File: config.mk
export PLATFORM = sky130hd
export DESIGN_NAME = ud_count_monitor
export DESIGN_NICKNAME = d
export VERILOG_FILES = /design/src/rtl/ud_count_monitor_pkg.sv /design/src/rtl/ud_count_monitor_sat_counter.sv /design/src/rtl/ud_count_monitor.sv
export SDC_FILE = /design/constraint.sdc
export NUM_CORES = 1
export LEC_CHECK = 0
export ABC_AREA = 0
export ABC_CLOCK_PERIOD_IN_PS = 2700
export CORE_AREA = 2 2 65 61
export DETAILED_ROUTE_END_ITERATION = 10
export DIE_AREA = 0 0 67 63
export HOLD_SLACK_MARGIN = 0.03
export PLACE_DENSITY = 0.84
export SLEW_MARGIN = 20
export SYNTH_ARGS = -nofsm -noshare
export SYNTH_HDL_FRONTEND = slang
export SYNTH_SLANG_ARGS = --single-unit
File: constraint.sdc
create_clock -name clk -period 2.7 [get_ports clk]
set_clock_uncertainty 0.05 [all_clocks]
set_input_delay 0.54 -clock clk [delete_from_list [all_inputs] [get_ports clk]]
set_output_delay 0.54 -clock clk [all_outputs]
set_load 0.01 [all_outputs]
File: src/rtl/ud_count_monitor_pkg.sv
// Shared encodings for the up/down counter monitor.
// Latency: n/a (types and constants only).
// Backpressure: n/a.
package ud_count_monitor_pkg;

  typedef enum logic [1:0] {
    IDLE  = 2'd0,
    TRACK = 2'd1,
    FAULT = 2'd2
  } mon_state_t;

  localparam logic       UD_UP   = 1'b1;
  localparam logic       UD_DN   = 1'b0;
  localparam logic [2:0] CNT_MAX = 3'd7;
  localparam logic [2:0] CNT_MIN = 3'd0;

  // Value the counter must show after one edge from q in direction ud (mod 8).
  function automatic logic [2:0] next_count(input logic [2:0] q, input logic ud);
    return (ud == UD_UP) ? q + 3'd1 : q - 3'd1;
  endfunction

endpackage

File: src/rtl/ud_count_monitor_sat_counter.sv
// Saturating event counter with synchronous clear.
// Latency: q reflects inc one cycle after the edge that sampled it.
// Backpressure: none; holds at all-ones instead of wrapping.
module sat_counter #(
  parameter int W = 8
) (
  input  logic         clk,
  input  logic         rst,
  input  logic         clr,
  input  logic         inc,
  output logic [W-1:0] q
);

  // Count up on inc, stop at the maximum, clear has priority over inc.
  always_ff @(posedge clk or negedge rst) begin
    if (!rst) begin
      q <= '0;
    end else if (clr) begin
      q <= '0;
    end else if (inc && (q != {W{1'b1}})) begin
      q <= q + W'(1);
    end
  end

endmodule

File: src/rtl/ud_count_monitor.sv
// Checks a 3-bit up/down counter steps by exactly +/-1 each cycle; flags errors, wraps, direction changes.
// Latency: every output is registered, valid the cycle after the edge that sampled the event.
// Backpressure: none; one sample consumed per clock, never stalls.
module ud_count_monitor
  import ud_count_monitor_pkg::*;
#(
  parameter int ERR_W       = 8,
  parameter int WRAP_W      = 8,
  parameter int FAULT_LIMIT = 3
) (
  input  logic              clk,
  input  logic              rst,
  input  logic              en,
  input  logic              clr,
  input  logic              ud,
  input  logic              q2,
  input  logic              q1,
  input  logic              q0,
  output logic              step_err,
  output logic              wrap_up,
  output logic              wrap_dn,
  output logic              dir_chg,
  output logic              locked,
  output logic              fault,
  output logic [ERR_W-1:0]  err_cnt,
  output logic [WRAP_W-1:0] wrap_cnt
);

  // consec is 4 bits because the fault limit may be as large as 15.
  localparam logic [3:0] FAULT_LIM4 = 4'(FAULT_LIMIT);

  logic [2:0] q_now;
  assign q_now = {q2, q1, q0};

  mon_state_t state, state_nxt;
  logic [2:0] q_prev, q_prev_nxt;
  logic       ud_prev, ud_prev_nxt;
  logic [3:0] consec, consec_nxt;
  logic       fault_nxt, locked_nxt;
  logic       step_err_nxt, wrap_up_nxt, wrap_dn_nxt, dir_chg_nxt;
  logic       err_inc, wrap_inc;

  // State, sample history and all registered flag outputs.
  always_ff @(posedge clk or negedge rst) begin
    if (!rst) begin
      state    <= IDLE;
      q_prev   <= '0;
      ud_prev  <= 1'b0;
      consec   <= '0;
      fault    <= 1'b0;
      locked   <= 1'b0;
      step_err <= 1'b0;
      wrap_up  <= 1'b0;
      wrap_dn  <= 1'b0;
      dir_chg  <= 1'b0;
    end else begin
      state    <= state_nxt;
      q_prev   <= q_prev_nxt;
      ud_prev  <= ud_prev_nxt;
      consec   <= consec_nxt;
      fault    <= fault_nxt;
      locked   <= locked_nxt;
      step_err <= step_err_nxt;
      wrap_up  <= wrap_up_nxt;
      wrap_dn  <= wrap_dn_nxt;
      dir_chg  <= dir_chg_nxt;
    end
  end

  // Next-state logic: clear wins over everything; FAULT is frozen until cleared.
  always_comb begin
    state_nxt    = state;
    q_prev_nxt   = q_prev;
    ud_prev_nxt  = ud_prev;
    consec_nxt   = consec;
    fault_nxt    = fault;
    step_err_nxt = 1'b0;
    wrap_up_nxt  = 1'b0;
    wrap_dn_nxt  = 1'b0;
    dir_chg_nxt  = 1'b0;
    err_inc      = 1'b0;
    wrap_inc     = 1'b0;

    if (clr) begin
      state_nxt  = IDLE;
      consec_nxt = '0;
      fault_nxt  = 1'b0;
    end else begin
      case (state)
        IDLE: begin
          // First sample only seeds the history; nothing to compare against yet.
          if (en) begin
            q_prev_nxt  = q_now;
            ud_prev_nxt = ud;
            state_nxt   = TRACK;
          end
        end
        TRACK: begin
          if (!en) begin
            state_nxt  = IDLE;
            consec_nxt = '0;
          end else begin
            dir_chg_nxt = (ud != ud_prev);
            // Always resync to the sample so a skipped value costs one error only.
            q_prev_nxt  = q_now;
            ud_prev_nxt = ud;
            if (q_now != next_count(q_prev, ud_prev)) begin
              step_err_nxt = 1'b1;
              err_inc      = 1'b1;
              consec_nxt   = consec + 4'd1;
              if (consec_nxt == FAULT_LIM4) begin
                state_nxt = FAULT;
                fault_nxt = 1'b1;
              end
            end else begin
              consec_nxt  = '0;
              wrap_up_nxt = (q_prev == CNT_MAX) && (q_now == CNT_MIN) && (ud_prev == UD_UP);
              wrap_dn_nxt = (q_prev == CNT_MIN) && (q_now == CNT_MAX) && (ud_prev == UD_DN);
              wrap_inc    = wrap_up_nxt | wrap_dn_nxt;
            end
          end
        end
        FAULT: begin
          fault_nxt = 1'b1;
        end
        default: begin
          state_nxt = IDLE;
        end
      endcase
    end

    // Locked only once a real comparison has been made in TRACK and we stay there clean.
    locked_nxt = (state == TRACK) && (state_nxt == TRACK) && (consec_nxt == 4'd0);
  end

  sat_counter #(.W(ERR_W)) u_err_cnt (
    .clk (clk),
    .rst (rst),
    .clr (clr),
    .inc (err_inc),
    .q   (err_cnt)
  );

  sat_counter #(.W(WRAP_W)) u_wrap_cnt (
    .clk (clk),
    .rst (rst),
    .clr (clr),
    .inc (wrap_inc),
    .q   (wrap_cnt)
  );

endmodule

-- After elaboration in Yosys (flattened, before gate mapping)
Cells that the tools add are included.
- equal/unequal tests: 13
- magnitude comparators: 0
- divide/modulo/power cells: 0
- add/sub/neg operators: 5
- reduce and logical (&&, ||, !) cells: 18
- multiply operators: 0
- shifts and indexed selects: 0
- multiplexer cells: 39
- bitwise gates (word level): 3
- operators with widths (kind ; number):
    two-way mux 8 bit ; 4
    two-way mux 1 bit ; 23
    adder 8 x 1 -> 8 bit (second input constant) ; 2
    two-way mux 4 bit ; 4
    != test 8 bit (second input constant) ; 2
    two-way mux 2 bit ; 5
    != test 3 bit (second input constant) ; 3
    logical AND 1 bit ; 8
    == test 3 bit (second input constant) ; 2
    zero test 3 bit ; 2
    case mux 2 bit (3 select lines) ; 1
    adder 4 x 1 -> 4 bit (second input constant) ; 1
    == test 2 x 1 -> 1 bit (second input constant) ; 2
    == test 4 x 2 -> 1 bit (second input constant) ; 1
    zero test 4 bit ; 1
    AND reduction 4 bit ; 1
    nonzero test 2 bit ; 2
    adder 3 x 1 -> 3 bit (second input constant) ; 1
    two-way mux 3 bit ; 1
    != test 3 bit ; 1
    AND reduction 3 bit ; 1
    nonzero test 3 bit ; 1
    subtractor 3 x 1 -> 3 bit (second input constant) ; 1
    == test 2 bit (second input constant) ; 1
    6 further kinds ; 7
- output and inout bits: 22
- RAM bits: 0
- flip-flop bits (word level): 32
- bits in latches: 0
- ROM bits: 0
- logic and storage cells: 90
- memories: 0

-- Depth between registers and ports, before layout
Gate-level depths: netlist of run 1.
- depth after elaboration: 11
- depth in mapped cells: 8
- gate-level depth less buffers: 7

-- Hierarchy
A second synthesis of run 1 with hierarchy kept.
- cells, all modules: 183
- area, all modules: 1821.7 µm²
- modules (own cells, without submodules) (module ; area each (µm²) ; times used ; cells an instance):
    sat_counter ; 464.2 ; 2 ; 49
    ud_count_monitor ; 893.4 ; 1 ; 85

-- Worst setup path after synthesis of run 1
OpenSTA, ideal clock, no wires.
- path kind: reg2reg
- start: register q_prev[0]
- end: register u_wrap_cnt.q[6]
- data required time: 2572 ps
- setup slack: 351 ps
- path buffers: 1
- stages on the path, launching flop included: 8
- clock period less this slack: 2349 ps
- setup time: 78 ps
- arrival: 2221 ps
- cell sequence: dfrtp_1 > fa_1 > xor2_1 > xnor2_1 > o2111ai_1 > buf_2 > or4_1 > a21oi_1
- longest elaborated chain between the ends: 10
- elaborated cells on any way between the ends: 17
- classes of those cells: 2 x add/sub; 2 x eq/ne; 5 x mux; 1 x bitwise; 7 x reduce/logical
- ends and longest elaborated chain (what ; line ; RTL):
    start: declaration ; ud_count_monitor.sv:36 ; logic [2:0] q_prev, q_prev_nxt;
    start signal: assignment ; ud_count_monitor.sv:58 ; q_prev <= q_prev_nxt;
    branches (longest 4 deep; another with subtractor 3 x 1 -> 3 bit) ; -- ;
    two-way mux 1 bit * ; ud_count_monitor.sv:107 ; if (q_now != next_count(q_prev, ud_prev)) begin
    two-way mux 1 bit * ; ud_count_monitor.sv:99 ; if (!en) begin
    two-way mux 1 bit * ; ud_count_monitor.sv:89 ; case (state)
    two-way mux 1 bit * ; ud_count_monitor.sv:84 ; if (clr) begin
    logical AND 1 bit * ; ud_count_monitor_sat_counter.sv:20 ; end else if (inc && (q != {W{1'b1}})) begin
    nonzero test 2 bit (no source line) * ; -- ;
    end signal: assignment ; ud_count_monitor_sat_counter.sv:21 ; q <= q + W'(1);
    end: declaration ; ud_count_monitor_sat_counter.sv:11 ; output logic [W-1:0] q
Every way passes the cells marked *.
A chain may end at the register's enable or synchronous reset.

-- Worst setup path in the final report of run 1
- start: register ud_prev
- end: register u_wrap_cnt.q[5]
- longest elaborated chain between the ends: 9
- elaborated cells on any way between the ends: 12
- classes of those cells: 1 x eq/ne; 5 x mux; 2 x bitwise; 4 x reduce/logical
- ends and longest elaborated chain (what ; line ; RTL):
    start: declaration ; ud_count_monitor.sv:37 ; logic ud_prev, ud_prev_nxt;
    start signal: assignment ; ud_count_monitor.sv:59 ; ud_prev <= ud_prev_nxt;
    branches (longest 3 deep; another with two-way mux 3 bit) ; -- ;
    two-way mux 1 bit * ; ud_count_monitor.sv:107 ;
    two-way mux 1 bit * ; ud_count_monitor.sv:99 ;
    two-way mux 1 bit * ; ud_count_monitor.sv:89 ;
    two-way mux 1 bit * ; ud_count_monitor.sv:84 ;
    logical AND 1 bit * ; ud_count_monitor_sat_counter.sv:20 ;
    nonzero test 2 bit (no source line) * ; -- ;
Marks and branches as above.

==> results of run 1 <==
## power by group through the flow
stage	clock network (W)	logic (W)	registers, W
3_5_place_dp	0	0.000166	0.000523
5_1_grt	0.000362	0.000185	0.000517
2_1_floorplan	0	0.0000912	0.000521
3_3_place_gp	0	0.000161	0.000522
6_report	0.000326	0.000166	0.000514
4_1_cts	0.000336	0.000167	0.000514
## flip-flops by register name, indices dropped and copies added, names as in the netlist
signal and flops:
ud_prev 1, q_prev 3, u_err_cnt.q 8, state 2, wrap_up 1, wrap_dn 1, fault 1, consec 4
dir_chg 1, locked 1, step_err 1, u_wrap_cnt.q 8
## synth_stat cells, types with 2 or more instances
master and n:
a21o_1 2, a21oi_1 10, and2_1 2, and3_1 5, buf_2 2, clkbuf_1 3, dfrtp_1 32, ha_1 4
inv_1 8, mux2_2 4, mux2i_1 3, nand2_1 13, nand2b_1 7, nand3_1 11, nand3b_1 3, nor2_1 11
nor2b_1 4, nor3_1 6, o21ai_0 13, o31ai_1 5, or3_1 5, or4_1 4, xnor2_1 6, xor2_1 3
## worst paths after layout
path	startpoint	endpoint	slack, ns	depth (start not counted)
min in group asynchronous	rst	u_err_cnt.q[5]	0.61	2
setup / recovery	ud_prev	u_wrap_cnt.q[5]	0.21	8
hold / removal	state[1]	state[0]	0.44	1
setup reg to reg	ud_prev	u_wrap_cnt.q[5]	0.21	8
max in group asynchronous	rst	wrap_up	1.70	2
hold reg to reg	state[1]	state[0]	0.44	1
## through the flow
step | total power, W | instances | hold slack, ns | worst slack [ns]
after floorplan | 0.000612 | 186 | 0.194 | 0.351
after global placement | 0.000683 | 266 | 0.431 | 0.0413
after detailed placement | 0.000690 | 266 | 0.438 | 0.00753
after CTS | 0.00102 | 271 | 0.447 | 0.195
after global routing | 0.00106 | 271 | 0.490 | 0.0501
final | 0.00101 | 271 | 0.439 | 0.213
## metal layers
| metal | up-vias | routed length [um] |
|---|---|---|
| met5 | - | 0 |
| met4 | 0 | 30 |
| met3 | 6 | 216 |
| met2 | 41 | 1710 |
| met1 | 703 | 1680 |
| li1 | 746 | - |
## layout by cell type, fill, tap and decap left out, types with 2 or more instances in the layout
cell and n:
dfrtp_1 32, clkdlybuf4s50_1 29, nand2_1 13, o21ai_0 13, nor2_1 11, nand3_1 11
a21oi_1 10, buf_4 10, inv_1 8, nand2b_1 7, xnor2_1 6, nor3_1 6
or3_1 5, o31ai_1 5, and3_1 5, clkbuf_8 5, nor2b_1 4, or4_1 4
mux2_2 4, ha_1 4, xor2_1 3, nand3b_1 3, mux2i_1 3, and2_1 2
a21o_1 2
## logic make-up after synthesis
logic type | after synthesis | synth area share
AOI/OAI and AO/OA | 40 | 0.141
xor gates and xnor gates | 9 | 0.0443
adders and majority gates | 5 | 0.0394
buffers and inverters | 13 | 0.0288
DFF | 32 | 0.450
muxes | 7 | 0.0422
and+or+nand+nor | 80 | 0.255
## final cells by class
class,count,share of cell area
inverter,8,0.0133
multi-input combinational,141,0.412
clock buffer,5,0.0306
tap,46,0.0256
sequential,32,0.356
timing repair buffer,39,0.162
## critical path, cell delays in order, from the launching register on
cell     delay (ns)
dfrtp_1        0.45
inv_1          0.11
fa_1           0.46
xor2_1         0.17
nor2_1         0.20
buf_4          0.16
nand3_1        0.13
or4_1          0.53
a21oi_1        0.16
==> results.cfg, run 1 <==
[power_and_ir_drop]
p_leak_nw = 0.941
ir_drop_mv = 0.319
p_switching_w = 0.000268
sequentialPowerShare = 0.511
powerDensity_nw_per_um2 = 447
swShare = 0.266
p_comb_frac = 0.165
p_clk_frac = 0.324
p_int_w = 0.000738

[sta]
drv_slew = 0
worstMarginPinSlew_ns = 0.590
fmax_mhz = 402
setup_viol = 0
period_needed_ns = 2.49
hold_violations = 0
tns_ns = 0
maxSlewHeadroom = 0.605
period_share = 0.921
rsz0062_at_grt = no

[synthesis]
ys_seq_elements = 32
synth_top_area_cell = dfrtp_1
synthesis.nets = 199
yosysSeqAreaShare = 0.450
ys_types = 44
syn-instance-count = 186
syn-mean-instance-area_sq_um = 9.57
syn-cell-area_sq_um = 1780
synth_flop_cell = dfrtp_1
async_flop_share = 1.00
synth_warnings = 0
yosys-top-cells-area = dfrtp_1 (45%), o21ai_0 (3.7%), nand3_1 (3.1%)
synth_edf_count = 0
yosys.area.top_type_share = 0.450

[clock_tree]
htreeDepth = 2
cts_made_buffers = 5
path_clk_slew_ns = 0.06
cts_tree = done
clockBufferDepth = 2
post_cts_buffers = 0
insertion_delay_ns = 0.28
cts_hold_buf = 0
root_buffer = clkbuf_8
cts_sinks = 32
ctsResizeCount = 0

[placed_design]
dpl.hpwl_mm = 2.55
gp_congestion = 0.785
io_buffers = 29
place_area_sq_um = 2180

[cells_and_area]
multi_input_area_sq_um = 927
utilization = 0.630
nets = 240
seqCellArea_sq_um = 801
syn_to_final_growth_pct = 26.4
fillCellCount = 306
antennaDiodeCount = 0
final_cell_area_sq_um = 2250
drive_above_1_share = 0.120

[grt]
grt_pass1_vias = 1417
busiest_layer = met2
grt_pass1_wl_mm = 6.35
grtUsageMet1 = 0.265
use_met3 = 0.0541
antenna_found_initial = 0
grt_max_degree = 33
overflow = 0
track_usage = 0.195
use_met2 = 0.302

[routing]
final_antenna_net_count = 0
num_vias = 1496
drc_errors = 0
first_iter_violations = 74
wl_per_cell_um = 13.4
routed_via_density = 5.52
first_pass_iters = 4
routed_wl_mm = 3.63

[worst_setup_path]
path_max_fanout = 5
start_kind = register
cp-end-kind = register
path_class = register to register
crit_required_ns = 2.86
critPathArrivalTime_ns = 2.64

[floorplan]
core_sq_um = 3570
die_area_sq_um = 4220
die_h_um = 63
start_util = 0.498
rows = 21
pin_count = 30
die_w_um = 67

[run_status]
outcome = completed

[run]
drv_cap = 0

[min_path]
hp-class = register to register
No activity file was read; power rests on OpenSTA's default activity.
==> run 2: changes to the inputs <==
Settings changed: CAP_MARGIN from default to 20, REMOVE_ABC_BUFFERS from default to 1.
==> run 2 against run 1 <==
Count of clock-buffer cells in the layout stayed put. Sequential power hardly changed. Via count is 1.4% higher. Core utilization is 0.77 points higher. Register-to-register slack worse by 0.07 ns. Routed wire length is 1.9% lower. Global-route usage is 0.38 points lower. Sequential share of layout area is 0.43 points lower. Sequential cell count stayed put. Combinational power is 10% lower. Critical path depth stayed put. First-iteration DRC count is 68% higher.
==> results.cfg, run 2 (synthesized netlist as in run 1, its figures left out) <==
[run_status]
outcome = completed

[routing]
drc_errors = 0
first_pass_iters = 4
routed_wl_mm = 3.56
final_antenna_net_count = 0
wl_per_cell_um = 13.1
first_iter_violations = 124
num_vias = 1517
routed_via_density = 5.58

[worst_setup_path]
cp-startpoint = ud_prev
slowest_stage = or4_1
max_stage_delay_ns = 0.46
reg2reg_to = u_wrap_cnt.q[6]
crit_required_ns = 2.86
worstRegToRegCells = 8
r2r_slack_ns = 0.14
critPathArrivalTime_ns = 2.72
path_class = register to register
crit_path_cell_trace = inv_1 -> fa_1 -> xor2_1 -> xnor2_1 -> o2111ai_1 -> buf_4 -> or4_1 -> a21oi_1
cp-end-kind = register
crit_buf_inv = 2
start_kind = register
reg2reg_from = ud_prev
path_max_fanout = 11
crit_family = XOR/XNOR gates

[min_path]
hp-class = register to register
hold_end = state[0]
holdPathStages = 1
hold_path_startpoint = state[1]

[cells_and_area]
final_common_cell = dfrtp_1
nets = 238
layout_common_cells = dfrtp_1 (32), clkdlybuf4s50_1 (29), nand2_1 (13), o21ai_0 (13)
utilization = 0.637
drive_above_1_share = 0.124
top_regs = u_err_cnt.q: 8 flops, u_wrap_cnt.q: 8 flops, consec: 4 flops
antennaDiodeCount = 0
syn_to_final_growth_pct = 28.0

[floorplan]
die_w_um = 67
die_area_sq_um = 4220
start_util = 0.498
core_sq_um = 3570
rows = 21
pin_count = 30
die_h_um = 63

[sta]
setup_viol = 0
fmax_mhz = 391
drv_slew = 0
maxSlewHeadroom = 0.596
tns_ns = 0
period_needed_ns = 2.56
worstMarginPinSlew_ns = 0.604
period_share = 0.947
hold_violations = 0
rsz0062_at_grt = no

[grt]
grt_pass1_wl_mm = 6.15
use_met2 = 0.281
grt_pass1_vias = 1381
grtUsageMet1 = 0.270
overflow = 0
busiest_layer = met2
track_usage = 0.191
use_met3 = 0.0486
grt_max_degree = 33
antenna_found_initial = 0

[clock_tree]
path_clk_slew_ns = 0.07
clockBufferDepth = 2
ctsResizeCount = 0
insertion_delay_ns = 0.28
cts_hold_buf = 0
post_cts_buffers = 0
cts_tree = done
cts_made_buffers = 5
htreeDepth = 2
root_buffer = clkbuf_8
cts_sinks = 32

[placed_design]
io_buffers = 29
dpl.hpwl_mm = 2.54
gp_congestion = 0.809

[power_and_ir_drop]
ir_drop_mv = 0.352
powerDensity_nw_per_um2 = 492
p_leak_nw = 0.949

[run]
drv_cap = 0
## run 2: cell types whose count changed in the layout (fill, tap and decap cells not counted)
cell and delta:
buf_4 -2, clkinvlp_4 +1, bufinv_16 +1, clkinv_2 +1
## run 2: worst max path at each step
stage / slack, ns / cells past startpoint / endpoint
6_report: 0.14 / 8 / u_wrap_cnt.q[6]
5_1_grt: 0.006 / 8 / u_wrap_cnt.q[6]
4_1_cts: 0.15 / 8 / u_wrap_cnt.q[6]
3_5_place_dp: 0.01 / 7 / u_wrap_cnt.q[6]
3_3_place_gp: 0.05 / 7 / u_wrap_cnt.q[6]
2_1_floorplan: 0.29 / 6 / u_wrap_cnt.q[4]
## run 2: worst register-to-register path: stages, from the launching register on
cell and delay [ns]:
dfrtp_1 0.44, inv_1 0.10, fa_1 0.39, xor2_1 0.17
xnor2_1 0.36, o2111ai_1 0.18, buf_4 0.20, or4_1 0.46
a21oi_1 0.15
## run 2: stage by stage
step                instance area [sq um]  power (W)  hold slack [ns]  cells  worst slack, ns
finish                               2280    0.00112            0.452    272            0.144
global route                         2280    0.00117            0.495    272          0.00557
CTS                                  2280    0.00113            0.457    272            0.146
detailed placement                   2170   0.000672            0.433    264           0.0116
global placement                     2170   0.000669            0.438    264           0.0468
floorplan                            1760   0.000609            0.194    181            0.292
## run 2: routing by layer
layer,vias to the layer above,part of all wire,wire (um)
li1,749,-,-
met1,721,0.48,1720
met2,42,0.45,1610
met3,5,0.053,189
met4,0,0.011,40
met5,-,0,0
## run 2: cell type report
type,instances,area (sq um)
clock buffer,5,68.8
multi-input combinational,141,927
fill,307,1300
timing repair buffer,37,350
sequential,32,801
clock inverter,3,42.5
inverter,8,30.0
tap,46,57.6
## run 2: where the power goes
group	switching [W]	internal [W]
Combinational	0.0000809	0.0000678
Clock	0.000184	0.000273
Sequential	0.0000208	0.000493
==> RTL edit 1, RTL diff (config.mk and constraints of run 2) <==
Make the reset (`rst`) synchronous in 2 clocked blocks.
--- a/src/rtl/ud_count_monitor_sat_counter.sv
+++ b/src/rtl/ud_count_monitor_sat_counter.sv
@@ -12,7 +12,7 @@
 );
 
   // Count up on inc, stop at the maximum, clear has priority over inc.
-  always_ff @(posedge clk or negedge rst) begin
+  always_ff @(posedge clk) begin
     if (!rst) begin
       q <= '0;
     end else if (clr) begin
--- a/src/rtl/ud_count_monitor.sv
+++ b/src/rtl/ud_count_monitor.sv
@@ -41,7 +41,7 @@
   logic       err_inc, wrap_inc;
 
   // State, sample history and all registered flag outputs.
-  always_ff @(posedge clk or negedge rst) begin
+  always_ff @(posedge clk) begin
     if (!rst) begin
       state    <= IDLE;
       q_prev   <= '0;
Behaviour: differs if rst is asserted again (counterexample within 4 cycles, from zero or initial values and one cycle with rst low); with rst held inactive, the same outputs for 10 cycles.
==> RTL edit 1 against run 2 <==
Via count grew 3.0%; fmax grew 0.74%; design area shrank 6.4%; total power shrank 15%; first-iteration DRC count shrank 42%; clock power shrank 19%; synthesized area shrank 5.8%; setup slack gained 0.019 ns; routed wire length grew 8.6%; non-clock buffer count shrank 2; sequential cell count is the same; largest cell class unchanged.
==> RTL edit 1: results (changes against run 2) <==
[pwr]
switching_share = 0.2364  ; -0.01884
worst_ir_drop_vdd_v = 0.0002848  ; -19%
power_leakage_uw = 0.0007814  ; -18%

[layout]
fill_cells = 336  ; +9.4%
nets = 245  ; +2.9%
antennaDiodeCount = 0  ; unchanged
reg_top3 = u_err_cnt.q (8), u_wrap_cnt.q (8), consec (4)
drive_gt1_frac = 0.09013  ; -0.03377

[synthesis]
yosys_warnings = 0  ; unchanged
synthTopCellsByCount = 32 x dfxtp_1, 23 x nor2_1, 20 x nand2_1
synth_cell_types = 45  ; +2.3%
ys_seq_area_frac = 0.3824  ; -0.06770
synth_area_leaders = dfxtp_1 38%, nor2_1 5.2%, nand2_1 4.5%
async_flop_share = 0  ; -1.000

[route]
drtPass1Iterations = 4  ; unchanged
wire_per_inst_um = 13.86  ; +5.9%
initialDrtViolationCount = 72  ; -42%
viasPerCell = 5.599  ; +0.38%

[worst_hold_path]
hp-class = reg2reg
min_from = u_err_cnt.q[1]

[placed_design]
place.gp.congestion = 0.8452  ; +4.5%
dp_hpwl_um = 2852  ; +12%
io_buffer_count = 29  ; unchanged

[timing]
max_slew_margin = 0.6358  ; +0.03972
setup_violations = 0  ; unchanged
fin_hold_ws_ns = 0.4468  ; -0.005267 ns
setup_tns_ns = 0  ; unchanged

[critical_path]
cp-startpoint = ud_prev
cp_max_fo = 9  ; -2
crit_arrival_ns = 2.69  ; -0.03 ns
rrSetupSlack_ns = 0.16  ; +0.02 ns

[global_routing]
grt_pass1_wl_um = 6410  ; +4.2%
grt_util_all_layers = 0.1963  ; +0.005262
grt_antenna_before_repair = 0  ; unchanged
grt_start_max_net_pins = 15  ; -55%
grt_pass1_vias = 1428  ; +3.4%

[outcome]
outcome = finished clean

[clock_network]
clkTransAtPathRegs_ns = 0.06
cts_buffers = 5  ; unchanged
post_cts_buffers = 0  ; unchanged
ctsResizeCount = 0  ; unchanged
clk_latency_ns = 0.28  ; about the same
cts_buffer_depth = 2  ; unchanged
clock-root-buffer = clkbuf_8
htree_levels = 2  ; unchanged

[RTL edit 1: final cells by class]
cell class,instances,share of cell area
Multi-Input combinational cell,153,0.4639
Clock buffer,8,0.04228
Timing Repair Buffer,35,0.1574
Inverter,5,0.008808
Tap cell,46,0.02701
Sequential cell,32,0.3006
[RTL edit 1: path summary, 6_finish.rpt]
path                           to  cells past startpoint
hold / removal     u_err_cnt.q[1]                      2
hold reg to reg    u_err_cnt.q[1]                      2
setup reg to reg  u_wrap_cnt.q[4]                      7
setup / recovery  u_wrap_cnt.q[4]                      7
[RTL edit 1: metrics by stage]
step	area (µm²)	power (µW)	worst slack, ns	instances
6_report	2131	947.1	0.1626	279
3_3_place_gp	2041	581.6	0.08974	271
3_5_place_dp	2041	584.9	-0.002551	271
4_1_cts	2131	957.0	0.1869	279
2_1_floorplan	1648	547.3	0.4300	190
5_1_grt	2131	989.2	0.04655	279
[RTL edit 1: critical path: stages, from the launching register on]
cell      delay [ns]
dfxtp_1         0.45
inv_1           0.11
fa_1            0.39
xor2_1          0.25
xor2_1          0.15
a2111o_1        0.53
or3_1           0.38
a21oi_1         0.16
[RTL edit 1: layer usage]
metal  global-route usage  routed length, µm  vias up
li1                     -                  -      786
met1               0.2385               1768      721
met2               0.3267               1874       51
met3              0.04144                176        4
met4              0.08673                 48        0
met5                    0                  0        -
[RTL edit 1: power by group through the flow]
| stage | sequential [µW] | clock (µW) | combinational [µW] |
|---|---|---|---|
| global route | 483 | 406 | 100 |
| global placement | 493 | 0 | 88.8 |
| finish | 483 | 371 | 93.0 |
| floorplan | 492 | 0 | 55.3 |
| detailed placement | 493 | 0 | 91.6 |
| CTS | 483 | 382 | 92.0 |
[RTL edit 1: kinds of logic after synthesis]
group                    share of synthesized area
AND/OR/NAND/NOR                             0.2823
AO/OA/AOI/OAI                               0.1785
flip-flops                                  0.3824
XOR/XNOR                                   0.05750
buffers and inverters                      0.02763
multiplexers                               0.02987
adder cells (fa/ha/maj)                    0.04182
==> RTL edit 2, RTL diff (config.mk and constraints of run 2) <==
Without the edit above. The parameter `WRAP_W` goes from 8 to 6.
--- a/src/rtl/ud_count_monitor.sv
+++ b/src/rtl/ud_count_monitor.sv
@@ -5,7 +5,7 @@
   import ud_count_monitor_pkg::*;
 #(
   parameter int ERR_W       = 8,
-  parameter int WRAP_W      = 8,
+  parameter int WRAP_W      = 6,
   parameter int FAULT_LIMIT = 3
 ) (
   input  logic              clk,
Ports: changed (resized wrap_cnt); port bits go from 30 to 28. No check against the original RTL was run, so the function may have changed too.
==> RTL edit 2 against run 2 <==
Routed wire length down 2.5%; die area unchanged; design area down 6.8%; total power down 11%; setup slack better by 0.0086 ns; via count down 8.3%; sequential cell count down 2; synthesized area down 7.2%; final cell count down 7.0%; largest cell class unchanged; largest power group unchanged.
==> RTL edit 2: results (changes against run 2) <==
[synthesis]
synth_area_leaders = dfrtp_1 45%, nand2_1 4.1%, ha_1 3.0%
syn_area_per_cell_um2 = 9.942  ; +3.9%
synthAdderAreaFrac = 0.04246  ; +0.003075
synth_compound_area_frac = 0.1251  ; -0.01555
synthTopCellsByCount = 30 x dfrtp_1, 18 x nand2_1, 13 x nor2_1
synthMuxAreaShare = 0.07127  ; +0.02907
ys_seq_area_frac = 0.4549  ; +0.004820
synth_xor_area_frac = 0.05155  ; +0.007250
synth_cell_types = 47  ; +6.8%

[worst_hold_path]
whs_endpoint = state[0]
min_from = state[1]

[outcome]
outcome = finished clean

[layout]
nets = 220  ; -7.6%
stdcell_count = 253  ; -7.0%
fill_cells = 332  ; +8.1%
drive_gt1_frac = 0.1304  ; +0.006541

[global_routing]
grt_util_all_layers = 0.1927  ; +0.001633
grt_util_met2 = 0.2748  ; -0.006188
use_met3 = 0.06486  ; +0.01622
grt_pass1_wl_um = 6092  ; -1.0%
grtUsageMet1 = 0.2617  ; -0.008714
grt_pass1_vias = 1329  ; -3.8%
grt_start_max_net_pins = 31  ; -6.1%

[critical_path]
crit_arrival_ns = 2.71  ; about the same
rrSetupSlack_ns = 0.15
max_stage_delay_ns = 0.56  ; +0.10 ns
reg2reg_depth = 7  ; -1
endpoint = u_err_cnt.q[7]
cp_max_fo = 5  ; -6
crit_slowest_cell = fa_1
path_delay_family = simple AND/OR/NAND/NOR gates
worst_r2r_startpoint = q_prev[0]
cp-startpoint = q_prev[0]

[clock_network]
clkTransAtPathRegs_ns = 0.06
cts_buffers = 5  ; unchanged

[timing]
worst_pin_slew_ns = 0.4877  ; -0.1160 ns

[route]
wl_met3_um = 181  ; -4.2%
initialDrtViolationCount = 103  ; -17%
wl_met2_um = 1703  ; +6.0%
wl_um = 3471  ; -2.5%
viasPerCell = 5.498  ; -1.4%
wl_met1_um = 1524  ; -11%

[pwr]
power.switching_uw = 277.4  ; -2.9%
power_leakage_uw = 0.0008769  ; -7.6%
worst_ir_drop_vdd_v = 0.0002761  ; -22%

[placed_design]
placed_area_mm2 = 0.002034  ; -6.1%
io_buffer_count = 27  ; -6.9%
place.gp.congestion = 0.8763  ; +8.4%
dp_hpwl_um = 2479  ; -2.4%
dp_cells = 246  ; -6.8%

[RTL edit 2: area by class of cell]
cell class	instances	share of cell area
clock buffer	7	0.03597
tap	46	0.02712
sequential	30	0.3544
timing repair buffer	35	0.1557
inverter	6	0.01061
multi-input combinational	129	0.4163
[RTL edit 2: through the flow]
stage | hold slack [ns] | util | setup slack (ns)
final | 0.4425 | 0.5938 | 0.1525
after global routing | 0.4847 | 0.5938 | 0.02094
after CTS | 0.4480 | 0.5907 | 0.1431
after detailed placement | 0.4445 | 0.5693 | 0.03106
after global placement | 0.4343 | 0.5693 | 0.09173
after floorplan | 0.1944 | - | 0.2984
[RTL edit 2: power by group through the flow]
stage	logic, µW	clock network [µW]	registers [µW]
floorplan	103	0	489
global placement	168	0	488
detailed placement	174	0	488
CTS	174	347	480
global route	192	373	483
finish	173	341	481
